## config.mk

```make
export PLATFORM = sky130hd
export DESIGN_NAME = ifetch_unit_flat
export DESIGN_NICKNAME = d
export VERILOG_FILES = /design/src/rtl/ifetch_pkg.sv /design/src/rtl/ifetch_if.sv /design/src/rtl/ifetch_timeout_ctr.sv /design/src/rtl/ifetch_unit.sv /design/src/flat_wrapper.sv
export SDC_FILE = /design/constraint.sdc
export NUM_CORES = 1
export LEC_CHECK = 0
export CORE_MARGIN = 3
export CORE_UTILIZATION = 35
export DETAILED_ROUTE_END_ITERATION = 12
export HOLD_SLACK_MARGIN = 0.02
export PLACE_DENSITY = 0.63
export SYNTH_ARGS = -nofsm -noshare
export SYNTH_HDL_FRONTEND = slang
export SYNTH_SLANG_ARGS = --single-unit
```

## constraint.sdc

```tcl
create_clock -name clk -period 2.8 [get_ports clk]
set_input_delay 0.56 -clock clk [delete_from_list [all_inputs] [get_ports clk]]
set_output_delay 0.56 -clock clk [all_outputs]
set_load 0.02 [all_outputs]
```

## src/rtl/ifetch_pkg.sv

```systemverilog
// Shared types and constants for the instruction fetch stage.
package ifetch_pkg;

  localparam int unsigned XLEN  = 32;
  localparam int unsigned CNT_W = 8;

  localparam logic [XLEN-1:0] PC_STEP   = XLEN'(4);
  localparam logic [XLEN-1:0] NOP_INSTR = 32'h0000_0000;
  localparam logic [XLEN-1:0] ALIGN_MSK = ~XLEN'(3);

  typedef enum logic [0:0] {
    ST_IDLE = 1'b0,
    ST_REQ  = 1'b1
  } state_e;

  // Instruction register payload: fetched word plus its address.
  typedef struct packed {
    logic [XLEN-1:0] pc;
    logic [XLEN-1:0] instr;
  } ir_t;

endpackage

```

## src/rtl/ifetch_if.sv

```systemverilog
// Instruction-memory read handshake between the fetch unit and memory.
interface ifetch_if;
  import ifetch_pkg::*;

  logic            req;
  logic [XLEN-1:0] addr;
  logic            ack;
  logic [XLEN-1:0] rdata;

  modport master (output req, output addr, input ack, input rdata);
  modport slave  (input req, input addr, output ack, output rdata);
endinterface

```

## src/rtl/ifetch_timeout_ctr.sv

```systemverilog
// Counts REQ cycles without ack and flags the cycle in which the limit is hit.
module ifetch_timeout_ctr
  import ifetch_pkg::*;
#(
  parameter int unsigned LIMIT = 15
) (
  input  logic clk,
  input  logic reset,
  input  logic clr_i,
  input  logic en_i,
  output logic expire_c_o
);

  logic [CNT_W-1:0] cnt_q;
  logic [CNT_W-1:0] cnt_d;

  // Clear has priority over increment.
  always_comb begin
    cnt_d = cnt_q;
    if (clr_i) begin
      cnt_d = '0;
    end else if (en_i) begin
      cnt_d = cnt_q + CNT_W'(1);
    end
  end

  // Counter register with synchronous active-low reset.
  always_ff @(posedge clk) begin
    if (!reset) begin
      cnt_q <= '0;
    end else begin
      cnt_q <= cnt_d;
    end
  end

  // Expires on the cycle whose increment would reach LIMIT.
  assign expire_c_o = en_i && (cnt_q == CNT_W'(LIMIT - 1));

endmodule

```

## src/rtl/ifetch_unit.sv

```systemverilog
// Instruction fetch stage: owns the PC, the IR and the imem read handshake.
module ifetch_unit
  import ifetch_pkg::*;
#(
  parameter logic [31:0] RESET_PC = 32'h0000_0000,
  parameter int unsigned TIMEOUT  = 15
) (
  input  logic            clk,
  input  logic            reset,
  input  logic            fetch,
  input  logic            stall,
  input  logic            branch_valid,
  input  logic [XLEN-1:0] branch_target,
  ifetch_if.master        imem,
  output logic [XLEN-1:0] instr,
  output logic [XLEN-1:0] pc_out,
  output logic            instr_valid,
  output logic            busy,
  output logic            fetch_err
);

  state_e          state_q, state_d;
  logic [XLEN-1:0] pc_q, pc_d;
  logic [XLEN-1:0] addr_q, addr_d;
  logic            req_q, req_d;
  logic            busy_q, busy_d;
  logic            pend_q, pend_d;
  logic [XLEN-1:0] ptgt_q, ptgt_d;
  ir_t             ir_q, ir_d;
  logic            valid_q, valid_d;
  logic            err_q, err_d;
  logic [XLEN-1:0] tgt_c;
  logic            ctr_clr_c;
  logic            ctr_en_c;
  logic            expire_c;

  assign tgt_c = branch_target & ALIGN_MSK;

  ifetch_timeout_ctr #(
    .LIMIT (TIMEOUT)
  ) u_ctr (
    .clk        (clk),
    .reset      (reset),
    .clr_i      (ctr_clr_c),
    .en_i       (ctr_en_c),
    .expire_c_o (expire_c)
  );

  // State and datapath registers.
  always_ff @(posedge clk) begin
    if (!reset) begin
      state_q <= ST_IDLE;
      pc_q    <= RESET_PC;
      addr_q  <= RESET_PC;
      req_q   <= 1'b0;
      busy_q  <= 1'b0;
      pend_q  <= 1'b0;
      ptgt_q  <= '0;
      ir_q    <= '{pc: '0, instr: NOP_INSTR};
      valid_q <= 1'b0;
      err_q   <= 1'b0;
    end else begin
      state_q <= state_d;
      pc_q    <= pc_d;
      addr_q  <= addr_d;
      req_q   <= req_d;
      busy_q  <= busy_d;
      pend_q  <= pend_d;
      ptgt_q  <= ptgt_d;
      ir_q    <= ir_d;
      valid_q <= valid_d;
      err_q   <= err_d;
    end
  end

  // Next-state: start on an unstalled fetch, finish on ack or timeout.
  always_comb begin
    state_d = state_q;
    case (state_q)
      ST_IDLE: if (fetch && !stall)        state_d = ST_REQ;
      ST_REQ:  if (imem.ack || expire_c)   state_d = ST_IDLE;
      default:                             state_d = ST_IDLE;
    endcase
  end

  // Datapath and output next values.
  always_comb begin
    pc_d      = pc_q;
    addr_d    = addr_q;
    pend_d    = pend_q;
    ptgt_d    = ptgt_q;
    ir_d      = ir_q;
    valid_d   = 1'b0;
    err_d     = err_q;
    ctr_clr_c = 1'b0;
    ctr_en_c  = 1'b0;
    case (state_q)
      ST_IDLE: begin
        // A redirect in IDLE takes effect at once, including for a same-cycle fetch.
        if (branch_valid) begin
          pc_d   = tgt_c;
          pend_d = 1'b0;
        end
        if (fetch && !stall) begin
          addr_d    = pc_d;
          ctr_clr_c = 1'b1;
        end
      end
      ST_REQ: begin
        if (fetch) begin
          err_d = 1'b1;
        end
        if (imem.ack) begin
          ir_d    = '{pc: pc_q, instr: imem.rdata};
          valid_d = 1'b1;
          pend_d  = 1'b0;
          if (branch_valid) begin
            pc_d = tgt_c;
          end else if (pend_q) begin
            pc_d = ptgt_q;
          end else begin
            pc_d = pc_q + PC_STEP;
          end
        end else begin
          ctr_en_c = 1'b1;
          if (branch_valid) begin
            pend_d = 1'b1;
            ptgt_d = tgt_c;
          end
          if (expire_c) begin
            err_d = 1'b1;
          end
        end
      end
      default: ;
    endcase
    req_d  = (state_d == ST_REQ);
    busy_d = (state_d == ST_REQ);
  end

  assign imem.req    = req_q;
  assign imem.addr   = addr_q;
  assign instr       = ir_q.instr;
  assign pc_out      = ir_q.pc;
  assign instr_valid = valid_q;
  assign busy        = busy_q;
  assign fetch_err   = err_q;

endmodule

```

## src/flat_wrapper.sv

```systemverilog
// flat-port wrapper written by rule: the top's interface ports become plain ports
module ifetch_unit_flat import ifetch_pkg::*;
#(
  parameter logic [31:0] RESET_PC = 32'h0000_0000,
  parameter int unsigned TIMEOUT  = 15
)
  (clk, reset, fetch, stall, branch_valid, branch_target, instr, pc_out, instr_valid, busy, fetch_err, imem_req, imem_addr, imem_ack, imem_rdata);
  ifetch_if imem_i ();
  input  logic clk;
  input  logic reset;
  input  logic fetch;
  input  logic stall;
  input  logic branch_valid;
  input  logic [XLEN-1:0] branch_target;
  output logic [XLEN-1:0] instr;
  output logic [XLEN-1:0] pc_out;
  output logic instr_valid;
  output logic busy;
  output logic fetch_err;
  output wire logic [$bits(imem_i.req)-1:0] imem_req;
  output wire logic [$bits(imem_i.addr)-1:0] imem_addr;
  input wire logic [$bits(imem_i.ack)-1:0] imem_ack;
  input wire logic [$bits(imem_i.rdata)-1:0] imem_rdata;
  assign imem_req = imem_i.req;
  assign imem_addr = imem_i.addr;
  assign imem_i.ack = imem_ack;
  assign imem_i.rdata = imem_rdata;
  ifetch_unit #(.RESET_PC(RESET_PC), .TIMEOUT(TIMEOUT)) u_core (.clk(clk), .reset(reset), .fetch(fetch), .stall(stall), .branch_valid(branch_valid), .branch_target(branch_target), .imem(imem_i), .instr(instr), .pc_out(pc_out), .instr_valid(instr_valid), .busy(busy), .fetch_err(fetch_err));
endmodule
```

==> out/results.ini, run 1 <==
[sta]
worst_clock_skew_ns = 0.0122
rsz0062_at_grt = false
finalSetupViolCount = 0
fin_ws_ns = 0.541
max_slew_margin_pct = 61.2
final.setup.tns_ns = 0
hold_viol = 0
fin_crit_sh_pct = 80.7
slew_violations = 0
worstMarginPinSlew_ns = 0.581
fmax_mhz = 443
min_period_ns = 2.26

[setup_path]
worstPathMaxFanout = 8
critPathArrivalTime_ns = 2.63
critPathLaunch = u_core.pc_q[19]
r2r_start = u_core.pc_q[19]
crit_type = flip-flop to flip-flop
start_kind = flip-flop
required_ns = 3.17
critPathCaptureType = flip-flop

[detailed_routing]
via_count = 7432
drc_errors = 0
first_iter_violations = 669
firstDrtPassIters = 5
drt_wl_total_um = 24000
wire_per_inst_um = 17.1
ant_nets = 0
viasPerCell = 5.28

[synthesis]
yosys.area.top_type = dfxtp_1
syn_inst = 981
synth_nets = 1054
synth_top_area_share_pct = 44.6
yosysWarningCount = 0
ys_types = 55
synth_edf_count = 0
synth-seq-area-share_pct = 44.6
synth_area_leaders = dfxtp_1 (45%), nand2_1 (12%), a21oi_1 (7.9%), mux2i_1 (3.8%), clkbuf_1 (3.7%)
synthMostInstantiatedCell = nand2_1
synth_flop_cell = dfxtp_1
netlist_top_cells_count = nand2_1 (239), dfxtp_1 (170), a21oi_1 (121)
syn_avg_cell_area_um2 = 7.77
ys_async_sr_fraction_pct = 0
netlist_area_mm2 = 0.00762
synth_seq_cells = 170

[clock_network]
cts_hold_buf = 0
cts_tree = done
cts_sinks = 170
post_cts_buffers = 0
root_buffer = clkbuf_16
htreeDepth = 4
clockBufferDepth = 2
cts_buffers = 17
clkTransAtPathRegs_ns = 0.07
post_cts_resized = 0
clk_latency_ns = 0.43

[grt]
grt_usage_pct = 19.9
antenna_found_initial = 0
grt_max_degree = 64
grt_pass1_vias = 6958
grt_pass1_wl_um = 38300
grt_overflow = 0

[min_path]
min_path_type = flip-flop to flip-flop
hp-start = u_core.pc_out[30]

[floorplan]
die_w_um = 154
rows = 53
coreArea_mm2 = 0.0212
dieArea_mm2 = 0.0236
io_pins = 170
die_y_um = 154
initial_utilization_pct = 35.9

[placed_design]
place_area_mm2 = 0.00968
hpwlAfterDp_um = 16900
globalplace.congestion = 0.877
pre_cts_ws_ns = 0.417
portBuffers = 167

[cells_and_area]
seq_area_mm2 = 0.00340
layout-drive-gt1-share_pct = 7.60
syn2layout_area_growth_pct = 34.0
nets = 1192
fin_area_mm2 = 0.0102
n_fill_cell = 2083
multiInputGateArea_mm2 = 0.00382
diodes = 0

[power]
p_per_area_mw_per_mm2 = 545
ir_drop_v = 0.000397
p_leak_nw = 3.56

[run_status]
status = finished, final reports clean

[flow_run]
max-cap-violations = 0

==> area by class of cell <==
| cell class | instances | area share (%) |
|---|---|---|
| well taps | 275 | 3.37 |
| clock buffers | 20 | 4.37 |
| clock inverters | 12 | 0.882 |
| inverters | 13 | 0.502 |
| flip-flops and latches | 170 | 33.3 |
| multi-input cells | 706 | 37.4 |
| repair buffers | 211 | 20.2 |
==> layer usage <==
layer  share of wire (%)  wire [µm]  vias up  track usage (%)
li1                    -          -     3692                -
met5                   0          0        -                0
met2                  44      10700      259             30.2
met4                 1.9        457        0             5.68
met1                  46      11100     3444             27.8
met3                 7.3       1760       37             5.66
==> worst max-delay path, stage by stage, from the launching register on <==
cell	delay, ns
dfxtp_1	0.58
nand3_1	0.27
or4_4	0.59
or4_1	0.40
a31oi_1	0.18
o221a_1	0.18
==> state kept, by name, indices dropped and copies added, names as in the netlist <==
name	cells
u_core.imem.addr	32
u_core.instr	32
u_core.pc_out	32
u_core.pc_q	32
u_core.ptgt_q	30
u_core.u_ctr.cnt_q	8
u_core.fetch_err	1
u_core.instr_valid	1
u_core.pend_q	1
u_core.state_q	1
==> layout by cell type (no fill, tap or decap), types with 8 or more instances in the layout <==
cell | Yosys | routed
o21ai_0 | 41 | 41
nand2_1 | 239 | 238
nand3_1 | 20 | 20
buf_4 | 1 | 39
inv_1 | 12 | 11
o221ai_1 | 8 | 8
clkbuf_16 | 0 | 17
nand4_1 | 14 | 14
a21oi_1 | 121 | 121
a211oi_1 | 32 | 32
dfxtp_1 | 170 | 170
xor2_1 | 12 | 12
nor2_1 | 67 | 66
clkdlybuf4s50_1 | 0 | 166
and3_1 | 11 | 10
mux2i_1 | 29 | 29
xnor2_1 | 9 | 9
==> metrics by stage <==
stage | power [mW] | instances | hold slack (ns) | util [%]
floorplan | 3.05 | 981 | 0.422 | -
global placement | 3.43 | 1375 | 0.438 | 45.6
detailed placement | 3.43 | 1375 | 0.443 | 45.6
CTS | 5.63 | 1407 | 0.453 | 48.1
global route | 5.81 | 1407 | 0.465 | 48.1
finish | 5.57 | 1407 | 0.452 | 48.1
==> worst paths after layout <==
path	endpoint	slack [ns]	cells past startpoint
min reg2reg	u_core.pc_out[30]	0.45	2
max reg2reg	u_core.pc_q[25]	0.54	5
max	u_core.pc_q[25]	0.54	5
min	u_core.pc_out[30]	0.45	2
==> where the power goes <==
group / switching [mW] / internal, mW / total [mW]
sequential: 0.0993 / 2.51 / 2.61
combinational: 0.424 / 0.352 / 0.775
clock: 1.02 / 1.17 / 2.18
==> kinds of logic (layout without fill, tap and decap cells) <==
group | Yosys count | count (layout) | synth area share [%]
AND/OR/NAND/NOR | 381 | 381 | 21.3
AO/OA/AOI/OAI | 270 | 270 | 21.7
flip-flops | 170 | 170 | 44.6
buffers and inverters | 105 | 256 | 5.37
multiplexers | 31 | 31 | 4.10
XOR/XNOR | 21 | 21 | 2.41
adder cells (fa/ha/maj) | 3 | 3 | 0.492
Note: power is estimated with default switching activity, not from simulation.
==> run 2: changes to the inputs <==
==> constraint.sdc (replaced) <==
create_clock -name clk -period 2.2 [get_ports clk]
set_input_delay 0.44 -clock clk [delete_from_list [all_inputs] [get_ports clk]]
set_output_delay 0.44 -clock clk [all_outputs]
set_load 0.02 [all_outputs]
==> run 2 against run 1 <==
Net effect: clock skew is 0.0035 ns lower; via count increased by 3.4%; setup slack worse by 0.38 ns; final cell count grew 2.6%; core utilization is 1.6 points higher; count of clock-buffer cells in the layout shrank 2; critical endpoint is now imem_req.
==> out/results.ini, run 2 (synthesized netlist as in run 1, its figures left out) <==
[detailed_routing]
drc_errors = 0
via_count = 7685
first_iter_violations = 688
ant_nets = 0
firstDrtPassIters = 5
viasPerCell = 5.33
drt_wl_total_um = 24800
wire_per_inst_um = 17.2

[sta]
finalSetupViolCount = 0
slew_violations = 0
fmax_mhz = 490
hold_viol = 0
fin_crit_sh_pct = 92.8
final.setup.tns_ns = 0
worstMarginPinSlew_ns = 0.528
max_slew_margin_pct = 64.7
min_period_ns = 2.04
rsz0062_at_grt = false
worst_clock_skew_ns = 0.00877

[setup_path]
start_kind = flip-flop
crit_family = buffers and inverters
crit_type = flip-flop to output pin
rrSetupSlack_ns = 0.28
worstPathMaxFanout = 9
r2r_start = u_core.pc_q[5]
critPathLaunch = u_core.state_q
critPathCaptureType = output pin
max_stage_delay_ns = 0.67
rr_endpoint = u_core.pc_q[20]
required_ns = 1.76
crit_buf_inv = 1
cp_cell_sequence = clkdlybuf4s50_1
reg2reg_depth = 6
crit_slowest_cell = clkdlybuf4s50_1
critPathArrivalTime_ns = 1.60

[flow_run]
max-cap-violations = 0

[grt]
grt_overflow = 0
antenna_found_initial = 0
grt_pass1_vias = 7228
grt_max_degree = 45
grt_usage_pct = 20.6
grt_pass1_wl_um = 39700

[clock_network]
clockBufferDepth = 2
post_cts_buffers = 0
cts_tree = done
clk_latency_ns = 0.43
htreeDepth = 4
cts_sinks = 170
root_buffer = clkbuf_16
clkTransAtPathRegs_ns = 0.07
post_cts_resized = 0
cts_buffers = 17
cts_hold_buf = 0

[placed_design]
portBuffers = 167
hpwlAfterDp_um = 18000
place_area_mm2 = 0.0100
globalplace.congestion = 0.903

[min_path]
hp-start = u_core.instr[14]
hold_path_depth = 2
min_path_type = flip-flop to flip-flop
whs_endpoint = u_core.instr[14]

[floorplan]
initial_utilization_pct = 35.9
io_pins = 170
coreArea_mm2 = 0.0212
die_y_um = 154
rows = 53
dieArea_mm2 = 0.0236
die_w_um = 154

[cells_and_area]
layout_commonest_cell = nand2_1
layout-drive-gt1-share_pct = 10.5
layout_common_cells = nand2_1 (238), dfxtp_1 (170), clkdlybuf4s50_1 (166), a21oi_1 (121), buf_4 (71)
fin_area_mm2 = 0.0106
n_fill_cell = 2085
diodes = 0
syn2layout_area_growth_pct = 38.4
nets = 1228

[power]
pwr-share-comb_pct = 15.2
p_per_area_mw_per_mm2 = 688
p_leak_nw = 3.75
switchingPower_mw = 2.00
p_sw_share_pct = 27.6
p_int_mw = 5.26
clockPowerShare_pct = 39.7
ir_drop_v = 0.000543
seq_power_share_pct = 45.2

[run_status]
status = finished, final reports clean

## run 2: changes by cell type in the layout (fill, tap and decap cells not counted), sizes merged
cell	change
buf	+36
clkbuf	-2
clkinvlp	+2
bufinv	+1
inv	-1
## run 2: how the worst max path moves through the flow
stage / end / slack [ns] / cells after the start
2_1_floorplan: u_core.pc_q[20] / 0.20 / 7
3_3_place_gp: u_core.pc_q[4] / 0.11 / 6
3_5_place_dp: u_core.pc_q[4] / 0.05 / 6
4_1_cts: busy / 0.14 / 1
5_1_grt: busy / 0.08 / 1
6_report: imem_req / 0.16 / 1
## run 2: layout make-up
class | instances | area [µm²] | share of cell area (%)
clock inverters | 14 | 124 | 1.17
multi-input cells | 706 | 3820 | 36.2
flip-flops and latches | 170 | 3400 | 32.3
inverters | 13 | 51.3 | 0.486
repair buffers | 247 | 2380 | 22.6
clock buffers | 18 | 429 | 4.07
well taps | 275 | 344 | 3.26
## run 2: power groups by stage
stage	registers (mW)	logic, mW	clock network, mW
CTS	3.28	1.09	2.93
global placement	3.34	1.08	0
detailed placement	3.35	1.09	0
floorplan	3.40	0.485	0
global route	3.29	1.19	3.06
finish	3.28	1.10	2.88
## run 2: per-layer routing
| metal | vias to the layer above | global-route usage (%) | wire length [µm] |
|---|---|---|---|
| li1 | 3756 | - | - |
| met4 | 0 | 5.72 | 458 |
| met3 | 31 | 5.80 | 2190 |
| met1 | 3585 | 28.8 | 11200 |
| met5 | - | 0 | 0 |
| met2 | 313 | 31.2 | 11000 |
## run 2: metrics by stage
stage	setup WS, ns	hold slack (ns)	total power, mW	utilization (%)	instances
after global placement	0.113	0.438	4.42	47.1	1411
after CTS	0.138	0.451	7.30	49.7	1443
after detailed placement	0.0507	0.442	4.43	47.1	1411
after floorplan	0.201	0.422	3.89	-	981
final	0.158	0.451	7.26	49.7	1443
after global routing	0.0753	0.469	7.54	49.7	1443
